[src/rtl/ps2_kbd_fifo.sv]
// PS/2 keyboard receiver: pin synchroniser, 11-bit frame deserialiser with
// start/stop/odd-parity check, and a show-ahead receive FIFO popped by the CPU.
module ps2_kbd_fifo #(
   parameter int DEPTH   = 8,
   parameter int TIMEOUT = 50000
) (
   input  logic                     clock,
   input  logic                     resetn,
   input  logic                     ps2_clk,
   input  logic                     ps2_data,
   input  logic                     rd_en,
   input  logic                     err_clr,
   output logic [7:0]               data,
   output logic                     ready,
   output logic [$clog2(DEPTH):0]   count,
   output logic                     overflow,
   output logic                     frame_err
);

   localparam int AW = $clog2(DEPTH);
   localparam int TW = $clog2(TIMEOUT + 1);
   localparam logic [TW-1:0] TO_LAST  = TW'(TIMEOUT - 1);
   localparam logic [AW:0]   FULL_CNT = (AW + 1)'(DEPTH);

   typedef enum logic [1:0] {
      IDLE  = 2'd0,
      RECV  = 2'd1,
      CHECK = 2'd2
   } state_t;

   state_t state_q, state_d;

   logic clk_s1_q, clk_s1_d;
   logic clk_s2_q, clk_s2_d;
   logic clk_hist_q, clk_hist_d;
   logic dat_s1_q, dat_s1_d;
   logic dat_s2_q, dat_s2_d;

   logic [3:0]    bit_cnt_q, bit_cnt_d;
   logic [7:0]    shreg_q, shreg_d;
   logic          parity_q, parity_d;
   logic          stop_q, stop_d;
   logic [TW-1:0] idle_cnt_q, idle_cnt_d;

   logic [7:0]    mem_q [DEPTH];
   logic [7:0]    mem_d [DEPTH];
   logic [AW-1:0] wr_ptr_q, wr_ptr_d;
   logic [AW-1:0] rd_ptr_q, rd_ptr_d;
   logic [AW:0]   count_q, count_d;
   logic          overflow_q, overflow_d;
   logic          frame_err_q, frame_err_d;

   logic fall;
   logic timed_out;
   logic frame_ok;
   logic full;
   logic pop;
   logic push;
   logic ovf_set;
   logic ferr_set;

   // Idle-high synchroniser chains; history flop gives the falling-edge detect
   always_comb begin
      clk_s1_d   = ps2_clk;
      clk_s2_d   = clk_s1_q;
      clk_hist_d = clk_s2_q;
      dat_s1_d   = ps2_data;
      dat_s2_d   = dat_s1_q;
   end

   assign fall      = clk_hist_q & ~clk_s2_q;
   assign timed_out = (state_q == RECV) && !fall && (idle_cnt_q == TO_LAST);

   always_ff @(posedge clock) begin
      if (!resetn) begin
         state_q <= IDLE;
      end else begin
         state_q <= state_d;
      end
   end

   always_comb begin
      state_d = state_q;
      case (state_q)
         IDLE: begin
            if (fall && !dat_s2_q) begin
               state_d = RECV;
            end
         end
         RECV: begin
            if (fall && bit_cnt_q == 4'd10) begin
               state_d = CHECK;
            end else if (timed_out) begin
               state_d = IDLE;
            end
         end
         CHECK:   state_d = IDLE;
         default: state_d = IDLE;
      endcase
   end

   // bit_cnt 1..8 are data bits, 9 is parity, 10 is stop
   always_comb begin
      bit_cnt_d  = bit_cnt_q;
      shreg_d    = shreg_q;
      parity_d   = parity_q;
      stop_d     = stop_q;
      idle_cnt_d = '0;
      case (state_q)
         IDLE: begin
            if (fall && !dat_s2_q) begin
               bit_cnt_d = 4'd1;
            end
         end
         RECV: begin
            if (fall) begin
               bit_cnt_d = bit_cnt_q + 4'd1;
               if (bit_cnt_q <= 4'd8) begin
                  shreg_d = {dat_s2_q, shreg_q[7:1]};
               end else if (bit_cnt_q == 4'd9) begin
                  parity_d = dat_s2_q;
               end else begin
                  stop_d = dat_s2_q;
               end
            end else if (timed_out) begin
               bit_cnt_d = 4'd0;
            end else begin
               idle_cnt_d = idle_cnt_q + 1'b1;
            end
         end
         CHECK: begin
            bit_cnt_d = 4'd0;
         end
         default: begin
            bit_cnt_d = 4'd0;
         end
      endcase
   end

   always_comb begin
      frame_ok = stop_q & (^{shreg_q, parity_q});
      full     = (count_q == FULL_CNT);
      pop      = rd_en & ready;
      push     = 1'b0;
      ovf_set  = 1'b0;
      ferr_set = 1'b0;
      if (state_q == CHECK) begin
         if (!frame_ok) begin
            ferr_set = 1'b1;
         end else if (!full || pop) begin
            push = 1'b1;
         end else begin
            ovf_set = 1'b1;
         end
      end
   end

   // A simultaneous push and pop leaves the occupancy unchanged
   always_comb begin
      mem_d = mem_q;
      if (push) begin
         mem_d[wr_ptr_q] = shreg_q;
      end
      wr_ptr_d = push ? wr_ptr_q + 1'b1 : wr_ptr_q;
      rd_ptr_d = pop  ? rd_ptr_q + 1'b1 : rd_ptr_q;
      case ({push, pop})
         2'b10:   count_d = count_q + 1'b1;
         2'b01:   count_d = count_q - 1'b1;
         default: count_d = count_q;
      endcase
      overflow_d  = ovf_set  | (overflow_q  & ~err_clr);
      frame_err_d = ferr_set | (frame_err_q & ~err_clr);
   end

   always_ff @(posedge clock) begin
      if (!resetn) begin
         clk_s1_q    <= 1'b1;
         clk_s2_q    <= 1'b1;
         clk_hist_q  <= 1'b1;
         dat_s1_q    <= 1'b1;
         dat_s2_q    <= 1'b1;
         bit_cnt_q   <= 4'd0;
         shreg_q     <= 8'h00;
         parity_q    <= 1'b0;
         stop_q      <= 1'b0;
         idle_cnt_q  <= '0;
         for (int i = 0; i < DEPTH; i++) begin
            mem_q[i] <= 8'h00;
         end
         wr_ptr_q    <= '0;
         rd_ptr_q    <= '0;
         count_q     <= '0;
         overflow_q  <= 1'b0;
         frame_err_q <= 1'b0;
      end else begin
         clk_s1_q    <= clk_s1_d;
         clk_s2_q    <= clk_s2_d;
         clk_hist_q  <= clk_hist_d;
         dat_s1_q    <= dat_s1_d;
         dat_s2_q    <= dat_s2_d;
         bit_cnt_q   <= bit_cnt_d;
         shreg_q     <= shreg_d;
         parity_q    <= parity_d;
         stop_q      <= stop_d;
         idle_cnt_q  <= idle_cnt_d;
         mem_q       <= mem_d;
         wr_ptr_q    <= wr_ptr_d;
         rd_ptr_q    <= rd_ptr_d;
         count_q     <= count_d;
         overflow_q  <= overflow_d;
         frame_err_q <= frame_err_d;
      end
   end

   always_comb begin
      ready     = (count_q != '0);
      data      = ready ? mem_q[rd_ptr_q] : 8'h00;
      count     = count_q;
      overflow  = overflow_q;
      frame_err = frame_err_q;
   end

endmodule

[config.mk]
export PLATFORM = sky130hd
export DESIGN_NAME = ps2_kbd_fifo
export DESIGN_NICKNAME = d
export VERILOG_FILES = /design/src/rtl/ps2_kbd_fifo.sv
export SDC_FILE = /design/constraint.sdc
export NUM_CORES = 1
export LEC_CHECK = 0
export BUFFER_PORTS_ARGS = -buffer_cell sky130_fd_sc_hd__buf_2
export CELL_PAD_IN_SITES_DETAIL_PLACEMENT = 0
export CELL_PAD_IN_SITES_GLOBAL_PLACEMENT = 1
export CORE_MARGIN = 2
export CORE_UTILIZATION = 44
export DETAILED_ROUTE_END_ITERATION = 8
export PLACE_DENSITY = 0.79
export RECOVER_POWER = 100
export SYNTH_ARGS = -nofsm -noshare
export SYNTH_HDL_FRONTEND = slang
export SYNTH_SLANG_ARGS = --single-unit
[constraint.sdc]
create_clock -name clock -period 2.68 [get_ports clock]
set_input_delay 0.536 -clock clock [delete_from_list [all_inputs] [get_ports clock]]
set_output_delay 0.536 -clock clock [all_outputs]
set_load 0.02 [all_outputs]
==> flow_metrics.tcl <==
set metrics [dict create \
    met1_usage_pct 24.0 \
    cap_viol_max_count 0 \
    place_inst 660 \
    tns_ns 0 \
    clkSinkCount 113 \
    ys_async_sr_fraction_pct 0 \
    yosys-top-cells-count "113 x dfxtp_1, 84 x mux2i_1, 81 x nand2_1" \
    top_usage_layer "met2" \
    final_cells 694 \
    muxShareOfSynthArea_pct 23.6 \
    skew_ns 0.00564 \
    synth-compound-area-share_pct 2.93 \
    max_slew_margin_pct 31.2 \
    seqPwrFrac_pct 41.1 \
    grt_pass1_wl_um 18400 \
    internal_power_mw 3.27 \
    drt_iter0_drc 182 \
    yosysTopAreaCellShare_pct 43.4 \
    top_level_ports 21 \
    worstMarginPinSlew_ns 1.01 \
    coreArea_mm2 0.0115 \
    die_width_um 113 \
    period_needed_ns 2.54 \
    postSynthAreaPerCell_um2 10.2 \
    dieArea_mm2 0.0127 \
    numCtsBuffers 17 \
    whs_ns 0.309 \
    synthSimpleGateAreaFrac_pct 19.2 \
    diodes 0 \
    initial_core_util_pct 45.4 \
    final_nets 554 \
    floorplan.rows 39 \
    synth.most_common_cell "dfxtp_1" \
    switchingPower_mw 0.827 \
    final_layout_size_suffix_gt1_share_pct 18.7 \
    combPwrFrac_pct 1.0 \
    antenna_found_initial 0 \
    dr.pass1.iters 4 \
    dp_hpwl_um 7180 \
    clk_pin_slew_ns 0.05 \
    synth_top_cell_by_area "dfxtp_1" \
    routed_via_density 5.24 \
    cts_root_buffer "clkbuf_16" \
    postRouteAntennaNets 0 \
    fmaxAchievable_mhz 393 \
    yosys_warnings 0 \
    multiInputGateArea_mm2 0.00283 \
    r2r_slack_ns 0.14 \
    power_density_mw_per_mm2 667 \
    power_frac_clock_pct 57.9 \
    finalMaxSlewViolations 0 \
    synth-main-ff-cell "dfxtp_1" \
    htree_num_levels 4 \
    first_global_vias 3636 \
    crit_path_end_kind "register" \
    detail_route.drc_violations 0 \
    ys_ff_latch 113 \
    synthTopCellsByArea "dfxtp_1 43%, mux2i_1 16%, mux4_2 6.9%, nand2_1 5.8%, nor2_1 3.5%" \
    synth_xor_area_share_pct 5.55 \
    cts_tree "done" \
    p_leak_nw 2.62 \
    num-fill-cells 1001 \
    vias 3639 \
    grt_usage_pct 18.5 \
    yosysSeqAreaShare_pct 43.4 \
    wl_per_cell_um 15.8 \
    grt_util_met3_pct 4.77 \
    grt_overflow 0 \
    peakVddDrop_mv 0.428 \
    io_buffers 20 \
    netlist_instances 510 \
    timing.final.crit_share_pct 94.9 \
    grt_max_degree 32 \
    synthAdderAreaFrac_pct 2.40 \
    hold_violations 0 \
    hold_path.class "in2reg" \
    start_kind "register" \
    setup_violations 0 \
    register_area_mm2 0.00227 \
    yosysUniqueCellTypes 46 \
    synth_fp_nets 526 \
    worstSkewPairLatency_ns 0.41 \
    path_class "reg2reg" \
    critPathRequiredTime_ns 3.01 \
    synth_edf_count 0 \
    status "completed" \
    die_h_um 113 \
    switching_share_pct 20.2 \
    synth_top_family_by_area "multiplexers" \
    cp.arrival_ns 2.87 \
    area_growth_pct 18.0 \
    grtUsageMet2_pct 29.5 \
    routabilityCongestion 0.797 \
    worst-path-max-fanout 5 \
    syn_area_mm2 0.00521 \
    clock_path_buffers 2 \
    drt_wl_total_um 10900 \
]
power by group through the flow:
stage	Combinational, mW	Sequential [mW]	Clock, mW
after CTS	0.0418	1.69	2.41
final	0.0409	1.69	2.37
after floorplan	0.0289	1.72	0
after global routing	0.0457	1.69	2.49
after detailed placement	0.0416	1.72	0
after global placement	0.0411	1.72	0
per-stage QoR:
stage	total power [mW]	setup slack [ns]	utilization, %	area, um2
after floorplan	1.75	0.0165	-	5230
after detailed placement	1.76	0.129	47.8	5480
after CTS	4.14	0.0989	53.3	6110
final	4.10	0.138	53.6	6150
after global placement	1.76	0.196	47.8	5480
after global routing	4.22	-0.0148	53.6	6150
cell families (layout without fill, tap and decap cells):
group	count (synthesis)	count (layout)
buf+inv	32	73
xor+xnor	28	28
fa+ha+maj	10	10
simple gates	199	199
compound gates	26	26
flops	113	113
mux	102	102
sequential cells by signal, summed over array words and instances, names as in the netlist, 2 cells and up:
register	flops
count	4
idle_cnt_q	16
shreg_q	8
mem_q	64
rd_ptr_q	3
bit_cnt_q	4
wr_ptr_q	3
state_q	2
worst max-delay path: stages, from the launching register on:
cell and delay [ns]:
dfxtp_2 0.38, xnor2_2 0.12, xnor3_2 0.48, mux2i_2 0.21, inv_1 0.09, ha_2 0.21, xor2_1 0.15, ha_1 0.20
a21oi_2 0.12, xor2_1 0.08, or3_1 0.30, a21oi_1 0.13
layout by cell type, fill, tap and decap left out, types with 2 or more instances in the layout:
cell | Yosys | layout
nand4_1 | 2 | 2
mux4_2 | 16 | 16
nand3b_4 | 2 | 2
nor2b_1 | 7 | 6
mux2i_2 | 2 | 2
bufinv_16 | 0 | 4
nand2b_1 | 11 | 11
buf_4 | 2 | 11
clkinv_2 | 0 | 3
clkinvlp_4 | 0 | 2
and3b_1 | 2 | 2
xnor2_1 | 11 | 10
nand3b_1 | 3 | 3
nand3_1 | 15 | 15
clkbuf_1 | 15 | 4
a21oi_1 | 8 | 7
nor2_1 | 48 | 48
clkinv_4 | 0 | 3
or4bb_1 | 2 | 2
nand3_4 | 3 | 3
clkbuf_16 | 0 | 17
dfxtp_2 | 0 | 7
dfxtp_1 | 113 | 105
ha_1 | 10 | 9
xor2_1 | 14 | 13
o2111ai_1 | 2 | 2
nor4_1 | 4 | 4
and2b_1 | 2 | 2
inv_1 | 8 | 8
and2_1 | 1 | 2
mux2i_1 | 84 | 84
and3_1 | 7 | 7
o21ai_0 | 11 | 11
buf_2 | 1 | 18
nand2_1 | 81 | 81
and4_1 | 2 | 2
routing by layer:
metal / routed length, um / vias to the layer above / share of wire (%)
li1: - / 1824 / -
met1: 5250 / 1764 / 48
met2: 5260 / 39 / 48
met3: 277 / 12 / 2.5
met4: 163 / 0 / 1.5
met5: 0 / - / 0
worst paths after layout:
kind                                  from  cells past startpoint          to
worst max-delay path            shreg_q[3]                     11    count[2]
worst min-delay path               ps2_clk                      2    clk_s1_q
worst max register to register  shreg_q[3]                     11    count[2]
worst min register to register    clk_s1_q                      1  clk_hist_d
cell type report:
| class | instances | area share, % |
|---|---|---|
| clock buffers | 19 | 7.20 |
| clock inverters | 13 | 3.01 |
| inverters | 8 | 0.488 |
| multi-input cells | 365 | 46.1 |
| flip-flops and latches | 113 | 37.0 |
| well taps | 143 | 2.91 |
| repair buffers | 33 | 3.32 |
what timing repair did:
| item | CTS | global route |
|---|---|---|
| setup buffers | 0 | 2 |
| endpoints found under the setup margin | 0 | 1 |
| hold buffers | 0 | 0 |
| hold endpoints to repair | 0 | 0 |
| resized for setup | 0 | 9 |
(Power assumes the default switching activity.)
